==> config.mk <==
export PLATFORM = sky130hd
export DESIGN_NAME = td4_prog_loader
export DESIGN_NICKNAME = d
export VERILOG_FILES = /design/src/rtl/td4_prog_loader.sv
export SDC_FILE = /design/constraint.sdc
export NUM_CORES = 1
export LEC_CHECK = 0
export ABC_CLOCK_PERIOD_IN_PS = 4500
export CAP_MARGIN = 20
export CORE_MARGIN = 8
export CORE_UTILIZATION = 30
export CTS_BUF_LIST = sky130_fd_sc_hd__clkbuf_8 sky130_fd_sc_hd__clkbuf_16
export DETAILED_ROUTE_END_ITERATION = 16
export PLACE_DENSITY = 0.54
export SLEW_MARGIN = 5
export SYNTH_ARGS = -nofsm -noshare
export SYNTH_HDL_FRONTEND = slang
export SYNTH_SLANG_ARGS = --single-unit
==> constraint.sdc <==
create_clock -name clk -period 4.5 [get_ports clk]
set_input_delay 0.9 -clock clk [delete_from_list [all_inputs] [get_ports clk]]
set_output_delay 0.9 -clock clk [all_outputs]
set_load 0.02 [all_outputs]
==> src/rtl/td4_prog_loader.sv <==
// td4_prog_loader: 16x8 program memory for a TD4 CPU, downloadable from a host byte stream.
// Define TD4_PROG_LOADER_CHECKSUM_EN to require a trailing checksum byte (sum of all 17 bytes == 0).
module td4_prog_loader (
    input  logic       clk,
    input  logic       n_reset,
    input  logic [3:0] address,
    output logic [7:0] instr,
    input  logic       load_start,
    input  logic       load_valid,
    input  logic [7:0] load_data,
    output logic       load_ready,
    output logic       cpu_n_reset,
    output logic       done,
    output logic       err
);

    typedef enum logic [1:0] {
        ST_RUN,
        ST_LOAD,
        ST_ERROR
    } state_e;

    state_e     state_q, state_d;
    logic [4:0] cnt_q, cnt_d;
    logic [7:0] mem_q [16];
    logic [7:0] mem_d [16];
    logic       cpu_n_reset_q, cpu_n_reset_d;
    logic       done_q, done_d;
    logic       xfer;
`ifdef TD4_PROG_LOADER_CHECKSUM_EN
    logic [7:0] sum_q, sum_d;
    logic       err_q, err_d;
`endif

    // State register. cpu_n_reset is registered so it stays low through reset
    // and rises only on the first clock edge after n_reset is released.
    always_ff @(posedge clk or negedge n_reset) begin
        if (!n_reset) begin
            state_q       <= ST_RUN;
            cnt_q         <= '0;
            cpu_n_reset_q <= 1'b0;
            done_q        <= 1'b0;
            // NOTE: the program image must read back as zeros after reset, so the
            // memory is built from resettable flops rather than an inferred RAM.
            for (int i = 0; i < 16; i++) begin
                mem_q[i] <= '0;
            end
`ifdef TD4_PROG_LOADER_CHECKSUM_EN
            sum_q         <= '0;
            err_q         <= 1'b0;
`endif
        end else begin
            // NOTE: non-blocking assignments here so every flop samples the
            // pre-edge values computed by the combinational block.
            state_q       <= state_d;
            cnt_q         <= cnt_d;
            cpu_n_reset_q <= cpu_n_reset_d;
            done_q        <= done_d;
            mem_q         <= mem_d;
`ifdef TD4_PROG_LOADER_CHECKSUM_EN
            sum_q         <= sum_d;
            err_q         <= err_d;
`endif
        end
    end

    // Next-state and datapath logic.
    always_comb begin
        // NOTE: every signal gets a default first so no path leaves it unassigned (no latches).
        state_d = state_q;
        cnt_d   = cnt_q;
        done_d  = 1'b0;
        mem_d   = mem_q;
        xfer    = load_valid && (state_q == ST_LOAD);
`ifdef TD4_PROG_LOADER_CHECKSUM_EN
        sum_d   = sum_q;
        err_d   = err_q;
`endif

        unique case (state_q)
            ST_RUN, ST_ERROR: begin
                if (load_start) begin
                    state_d = ST_LOAD;
                    cnt_d   = '0;
`ifdef TD4_PROG_LOADER_CHECKSUM_EN
                    sum_d   = '0;
                    err_d   = 1'b0;
`endif
                end
            end
            ST_LOAD: begin
                if (xfer) begin
                    cnt_d = cnt_q + 5'd1;
                    if (!cnt_q[4]) begin
                        mem_d[cnt_q[3:0]] = load_data;
                    end
`ifdef TD4_PROG_LOADER_CHECKSUM_EN
                    sum_d = sum_q + load_data;
                    if (cnt_q == 5'd16) begin
                        if (sum_d == 8'h00) begin
                            state_d = ST_RUN;
                            done_d  = 1'b1;
                        end else begin
                            state_d = ST_ERROR;
                            err_d   = 1'b1;
                        end
                    end
`else
                    if (cnt_q == 5'd15) begin
                        state_d = ST_RUN;
                        done_d  = 1'b1;
                    end
`endif
                end
            end
            default: state_d = ST_RUN;
        endcase

        cpu_n_reset_d = (state_d == ST_RUN);
    end

    // Outputs. instr reads the pre-edge memory contents during a same-cycle write.
    always_comb begin
        instr       = mem_q[address];
        load_ready  = (state_q == ST_LOAD);
        cpu_n_reset = cpu_n_reset_q;
        done        = done_q;
`ifdef TD4_PROG_LOADER_CHECKSUM_EN
        err         = err_q;
`else
        err         = 1'b0;
`endif
    end

endmodule

==> Word-level counts from Yosys, hierarchy flattened <==
Index checks and enable logic that the tools add are counted.
{ "op_classes": {"n_addsub": 1, "n_lt_le_gt_ge": 3, "n_eq_ne": 5, "n_mux": 16, "bitwise": 3, "n_reduce_logical": 8} }
{ "ops": {"columns": ["cell", "n"], "rows": [
  ["128-bit bitwise mux", 1],
  ["8-bit binary-select mux with 4-bit select", 1],
  ["8-bit demux with 4-bit select", 1],
  ["8-bit two-way mux", 3],
  ["5-bit >= comparator, second input constant", 2],
  ["5-bit two-way mux", 2],
  ["4-bit NOT with 5-bit output", 2],
  ["5-bit one-hot mux with 2 select lines", 1],
  ["2-bit two-way mux", 3],
  ["3-bit AND reduction", 2],
  ["5-bit by 1-bit adder with 5-bit output, second input constant", 1],
  ["5-bit by 4-bit equality test with 1-bit output, second input constant", 1],
  ["5-bit by 1-bit less-than comparator with 1-bit output, second input constant", 1],
  ["2-bit zero test", 2],
  ["2-bit one-hot mux with 2 select lines", 1],
  ["1-bit two-way mux", 3],
  ["2-bit by 1-bit equality test with 1-bit output, second input constant", 1],
  ["2-bit equality test, second input constant", 1],
  ["1-bit logical AND", 2],
  ["2-bit by 1-bit inequality test with 1-bit output, second input constant", 1],
  ["2-bit inequality test, second input constant", 1],
  ["2-bit nonzero test", 1],
  ["2-bit OR reduction", 1],
  ["1-bit NOT", 1]
]} }
{ "word_totals": {"ff_bits": 137, "output_inout_bits": 12, "elab_cells": 56} }

==> Logic depth before layout (Yosys ltp) <==
Gate-level depths: netlist of the first run.
{ "depth": {"word_depth": 6, "mapped_depth": 7, "depth_no_buf": 7} }

==> Worst setup path after synthesis of the first run <==
No wires, ideal clock.
{ "synth_timing": {"kind": "input -> output", "startpoint": "input port address[0]", "endpoint": "output port instr[1]", "t_arrival_ns": 2.194, "required_time_ns": 3.600, "slack_ns": 1.406, "cell_stages": 5, "n_path_buf": 2, "path_cell_list": "buf_2 -> buf_2 -> mux4_2 -> a22oi_1 -> nand2_1"} }
{ "synth_between": {"elab_chain_len": 4} }
{ "synth_lines": {"columns": ["element", "line", "rtl"], "rows": [
  ["from (decl)", "6", "input logic [3:0] address,"],
  ["4-bit NOT with 5-bit output (not written as such)", "124", "instr = mem_q[address];"],
  ["8-bit binary-select mux with 4-bit select", "124", null],
  ["8-bit two-way mux (not written as such) (2 in a row)", "124", null],
  ["to (decl)", "7", "output logic [7:0] instr,"]
]} }
Every way passes these cells. The select of a mux whose other input is x is not followed.

==> Worst setup path after layout of the first run <==
{ "layout_timing": {"startpoint": "input port address[1]", "endpoint": "output port instr[7]"} }
The elaborated chain is that of the path after synthesis.

==> results.sh, run 1 <==
export IMPL_period_share=0.872
export IMPL_fp_dieArea_mm2=0.0260
export IMPL_setup_viol=0
export IMPL_num_fill_cells=1993
export IMPL_drc=0
export IMPL_synth_area_mm2=0.00633
export IMPL_peakVddDrop_mv=0.207
export IMPL_power_clock_fraction=0.293
export IMPL_grt_overflow=0
export IMPL_setup_ws_ns=0.575
export IMPL_pin_count=28
export IMPL_maxCapViolCount=0
export IMPL_hp_class="input pin to async pin"
export IMPL_drive_above_1_share=0.489
export IMPL_htreeDepth=4
export IMPL_endpoint_kind="output port"
export IMPL_die_h_um=161
export IMPL_vias_per_cell=4.89
export IMPL_ant_nets=0
export IMPL_grt_pass1_wl_mm=23.1
export IMPL_critPathMaxFanout=32
export IMPL_worst_pin_slew_ns=0.748
export IMPL_clockBufferDepth=2
export IMPL_track_usage=0.117
export IMPL_worstPathArrival_ns=3.03
export IMPL_grt_max_degree=78
export IMPL_instances_no_fill=727
export IMPL_place_ws_ns=0.532
export IMPL_pwr_share_comb=0.275
export IMPL_post_cts_buffers=0
export IMPL_synth_distinct_cells=34
export IMPL_ys_seq_area_frac=0.541
export IMPL_startpoint_type="input pin"
export IMPL_wirelength_mm=14.2
export IMPL_ctsResizeCount=0
export IMPL_die_w_um=161
export IMPL_finalClockSkew_ns=0.00496
export IMPL_synth_cells=412
export IMPL_postSynthAreaPerCell_um2=15.4
export IMPL_rsz0062_at_grt="no"
export IMPL_layout_nets=460
export IMPL_max_freq_mhz=255
export IMPL_start_util=0.303
export IMPL_drt_iter0_drc=262
export IMPL_p_int_w=0.00348
export IMPL_synth_nets=433
export IMPL_cts_reportedPaths_clkPinSlew_ns=0.06
export IMPL_relSlewSlack=0.501
export IMPL_p_leak_nw=3.28
export IMPL_diodes=0
export IMPL_whs_ns=0.491
export IMPL_hold_viol_final=0
export IMPL_first_pass_iters=4
export IMPL_syn2layout_area_growth_pct=18.2
export IMPL_grt_pass1_vias=4000
export IMPL_rows=53
export IMPL_drv_slew=0
export IMPL_powerDensity_mw_per_mm2=643
export IMPL_ys_ff_latch=137
export IMPL_seq_power_share=0.432
export IMPL_antenna_found_initial=0
export IMPL_root_buffer="clkbuf_16"
export IMPL_clock_sinks=137
export IMPL_cts_buffers=17
export IMPL_period_needed_ns=3.93
export IMPL_core_mm2=0.0209
export IMPL_cts_tree="built"
export IMPL_clkLatencyLatePin_ns=0.42
export IMPL_switching_share=0.278
export IMPL_p_switching_w=0.00134
export IMPL_gp_congestion=0.721
export IMPL_crit_type="input pin to output port"
export IMPL_dp_cells=695
export IMPL_wire_per_inst_um=19.5
export IMPL_via_count=3553
export IMPL_cts_hold_buf=0
export IMPL_worstPathRequired_ns=3.60
export IMPL_setup_tns_ns=0
export IMPL_hpwl_mm=9.26
export IMPL_status="finished, final reports clean"
export IMPL_yosys_warnings=0
export IMPL_port_buffers=26
through the flow:
step	cell area, µm²	power [W]	utilization
after floorplan	6330	0.00305	-
after global placement	6890	0.00337	0.330
after detailed placement	6890	0.00345	0.330
after CTS	7490	0.00487	0.359
after global routing	7490	0.00511	0.359
final	7490	0.00482	0.359
layout by cell type, fill, tap and decap left out, types with 5 or more instances in the layout:
master,count
ha_1,5
nand2_2,9
nand2_1,15
mux2_2,128
clkdlybuf4s50_1,24
clkinv_2,6
mux4_2,32
dfrtp_1,137
inv_1,5
nor2_1,5
and2_1,5
clkbuf_16,17
buf_4,7
a22oi_1,16
state kept, by name, summed over array words and instances (netlist names):
| name | flops |
|---|---|
| state_q | 2 |
| cpu_n_reset | 1 |
| done | 1 |
| cnt_q | 5 |
| mem_q | 128 |
cell usage after synthesis:
cell type,n,area [µm²]
a22o_1,1,8.76
nand2_1,15,56.3
o22ai_1,1,6.26
inv_1,5,18.8
ha_1,5,62.6
and4bb_2,1,12.5
nor3_4,2,32.5
mux2i_1,1,10.0
nor2b_4,1,13.8
mux2_2,128,1440
buf_2,8,40.0
mux4_2,32,721
and3_1,2,12.5
xnor2_1,1,8.76
buf_6,1,11.3
o21ai_0,2,10.0
nor3b_4,1,18.8
a32o_1,1,10.0
nand4_4,1,21.3
a31oi_1,1,6.26
buf_1,2,7.51
nand3_2,3,30.0
conb_1,1,3.75
nor2_2,1,6.26
a22oi_1,16,120
a21oi_1,3,15.0
nor2_1,5,18.8
clkbuf_1,13,48.8
nand4_1,1,6.26
nand2_2,9,56.3
nor2b_1,4,25.0
and2_1,5,31.3
buf_4,2,15.0
dfrtp_1,137,3430
final timing paths:
path	startpoint	to	slack (ns)	cells after the start
worst max-delay path	address[1]	instr[7]	0.57	6
worst min-delay path	n_reset	mem_q[58]	0.49	1
worst max register to register	state_q[0]	mem_q[29]	2.49	4
worst min register to register	mem_q[79]	mem_q[79]	0.50	1
max in group asynchronous	n_reset	mem_q[2]	3.03	2
min in group clk	mem_q[79]	mem_q[79]	0.50	1
critical path, stage by stage:
cell and delay (ns):
clkdlybuf4s50_1 0.51, buf_12 0.24, mux4_2 0.33, a22oi_1 0.36, nand2_1 0.10, clkdlybuf4s50_1 0.56
routing by layer:
metal  vias to the layer above  global-route usage  routed length (µm)  part of all wire
met3                        12              0.0395                 545             0.038
met4                         0              0.0337                 136            0.0096
met1                      1902               0.152                6730              0.48
li1                       1584                   -                   -                 -
met5                         -                   0                   0                 0
met2                        55               0.183                6750              0.48
power by group through the flow:
stage | Clock (W) | Combinational [W] | Sequential, W
after floorplan | 0 | 0.00108 | 0.00197
after global placement | 0 | 0.00130 | 0.00207
after detailed placement | 0 | 0.00135 | 0.00210
after CTS | 0.00144 | 0.00135 | 0.00208
after global routing | 0.00150 | 0.00145 | 0.00216
final | 0.00141 | 0.00132 | 0.00208
kinds of logic (layout without fill, tap and decap cells):
logic type	Yosys count	count (layout)	synth area share
AO/OA/AOI/OAI	25	25	0.0279
other	1	1	0.000592
AND/OR/NAND/NOR	51	51	0.0539
adder cells (fa/ha/maj)	5	5	0.00988
XOR/XNOR	1	1	0.00138
multiplexers	161	161	0.343
flip-flops	137	137	0.541
buffers and inverters	31	71	0.0223
area by class of cell:
type | count | area, µm² | area share
Sequential cell | 137 | 3430 | 0.458
Multi-Input combinational cell | 244 | 2770 | 0.369
Clock buffer | 19 | 453 | 0.0605
Tap cell | 275 | 344 | 0.0459
Timing Repair Buffer | 34 | 329 | 0.0439
Clock inverter | 13 | 151 | 0.0202
Inverter | 5 | 18.8 | 0.00251
Power figures use the tool's default switching activity.
==> run 2, diff against run 1 <==
- ABC_CLOCK_PERIOD_IN_PS: 4500 -> 4700
- CTS_CLUSTER_SIZE: not set -> 40
- SETUP_SLACK_MARGIN: not set -> 0.2
- clock period: 4.5 -> 4.7 ns (I/O delays scaled with it)
==> run 2 against run 1 <==
  * Critical path depth stayed put
  * Clock power is 6% lower
  * Clock-buffer cell count stayed put
  * Final area is 0.13% lower
  * Setup slack better by 0.18 ns
  * First-iteration DRC count is 24% lower
  * Core utilization hardly changed
  * Final cell count is 0.41% lower
  * Sequential share of layout area is 0.061 points higher
  * Sequential power is 5% lower
  * Critical path type unchanged
  * Largest power group unchanged
==> results.sh, run 2 (synthesized netlist as in run 1, its figures left out) <==
export IMPL_clockBufferDepth=2
export IMPL_start_util=0.303
export IMPL_grt_pass1_vias=3944
export IMPL_top_register="mem_q"
export IMPL_worstPathArrival_ns=3.01
export IMPL_htreeDepth=4
export IMPL_hpwl_mm=8.91
export IMPL_finalClockSkew_ns=0.00578
export IMPL_wire_per_inst_um=18.8
export IMPL_reg_top3="mem_q: 128 flops, cnt_q: 5 flops, state_q: 2 flops"
export IMPL_period_needed_ns=3.95
export IMPL_setup_tns_ns=0
export IMPL_final_cell_mix="137 x dfrtp_1, 128 x mux2_2, 32 x mux4_2"
export IMPL_drv_slew=0
export IMPL_placed_cell_area_mm2=0.00690
export IMPL_endpoint_kind="output port"
export IMPL_p_switching_w=0.00125
export IMPL_final_cell_area_mm2=0.00748
export IMPL_grt_pass1_wl_mm=22.2
export IMPL_period_share=0.840
export IMPL_via_count=3550
export IMPL_ctsResizeCount=0
export IMPL_dp_cells=695
export IMPL_status="finished, final reports clean"
export IMPL_hp_class="flip-flop to flip-flop"
export IMPL_final_common_cell="dfrtp_1"
export IMPL_clkLatencyLatePin_ns=0.42
export IMPL_seq_power_share=0.434
export IMPL_whs_ns=0.500
export IMPL_wirelength_mm=13.6
export IMPL_worst_pin_slew_ns=0.988
export IMPL_peakVddDrop_mv=0.245
export IMPL_worstPathRequired_ns=3.76
export IMPL_syn2layout_area_growth_pct=18.1
export IMPL_drc=0
export IMPL_die_h_um=161
export IMPL_drive_above_1_share=0.483
export IMPL_rsz0062_at_grt="no"
export IMPL_critPathMaxFanout=32
export IMPL_cts_hold_buf=0
export IMPL_post_cts_buffers=0
export IMPL_diodes=0
export IMPL_track_usage=0.112
export IMPL_instances_no_fill=724
export IMPL_clock_sinks=137
export IMPL_hold_viol_final=0
export IMPL_first_pass_iters=4
export IMPL_layout_nets=460
export IMPL_ant_nets=0
export IMPL_cts_buffers=17
export IMPL_antenna_found_initial=0
export IMPL_relSlewSlack=0.342
export IMPL_gp_congestion=0.681
export IMPL_drt_iter0_drc=199
export IMPL_startpoint_type="input pin"
export IMPL_powerDensity_mw_per_mm2=611
export IMPL_max_freq_mhz=253
export IMPL_pin_count=28
export IMPL_port_buffers=26
export IMPL_power_clock_fraction=0.289
export IMPL_vias_per_cell=4.90
export IMPL_crit_type="input pin to output port"
export IMPL_switching_share=0.273
export IMPL_maxCapViolCount=0
export IMPL_cts_tree="built"
export IMPL_rows=53
export IMPL_p_int_w=0.00332
export IMPL_largest_reg_flops=128
export IMPL_p_leak_nw=3.28
export IMPL_setup_viol=0
export IMPL_core_mm2=0.0209
export IMPL_grt_max_degree=108
export IMPL_pwr_share_comb=0.277
export IMPL_die_w_um=161
export IMPL_grt_overflow=0
export IMPL_root_buffer="clkbuf_16"
export IMPL_cts_reportedPaths_clkPinSlew_ns=0.06
export IMPL_fp_dieArea_mm2=0.0260
-- run 2: layout make-up --
cell class	instances	area (µm²)
fill	2020	13400
sequential	137	3430
multi-input combinational	244	2770
clock buffer	19	453
tap	275	344
timing repair buffer	34	342
clock inverter	10	129
inverter	5	18.8
-- run 2: path summary, 6_finish.rpt --
check / startpoint / endpoint / slack, ns / depth (start not counted)
max reg2reg: state_q[0] / mem_q[12] / 2.67 / 4
min: mem_q[41] / mem_q[41] / 0.50 / 1
min reg2reg: mem_q[41] / mem_q[41] / 0.50 / 1
min in group asynchronous: n_reset / mem_q[58] / 0.65 / 1
max in group asynchronous: n_reset / mem_q[54] / 3.01 / 2
max: address[1] / instr[4] / 0.75 / 6
-- run 2: worst max-delay path: stages --
cell	delay (ns)
clkdlybuf4s50_1	0.51
buf_12	0.25
mux4_2	0.33
a22oi_1	0.30
nand2_1	0.11
clkdlybuf4s50_1	0.56
-- run 2: routing by layer --
metal / part of all wire / global-route usage / vias to the layer above / routed length, µm
li1: - / - / 1581 / -
met2: 0.49 / 0.177 / 61 / 6660
met5: 0 / 0 / - / 0
met3: 0.043 / 0.0392 / 9 / 580
met1: 0.46 / 0.144 / 1899 / 6230
met4: 0.0086 / 0.0295 / 0 / 117
-- run 2: per-stage QoR --
stage	worst slack, ns	total power (W)	util
2_1_floorplan	1.53	0.00292	-
3_3_place_gp	0.698	0.00323	0.330
3_5_place_dp	0.677	0.00329	0.330
4_1_cts	0.677	0.00463	0.358
5_1_grt	0.568	0.00486	0.358
6_report	0.752	0.00457	0.358
-- run 2: power by group through the flow --
stage / Combinational (W) / Clock (W) / Sequential, W
6_report: 0.00127 / 0.00132 / 0.00198
5_1_grt: 0.00139 / 0.00141 / 0.00205
4_1_cts: 0.00129 / 0.00135 / 0.00198
3_5_place_dp: 0.00128 / 0 / 0.00200
3_3_place_gp: 0.00125 / 0 / 0.00198
2_1_floorplan: 0.00104 / 0 / 0.00188
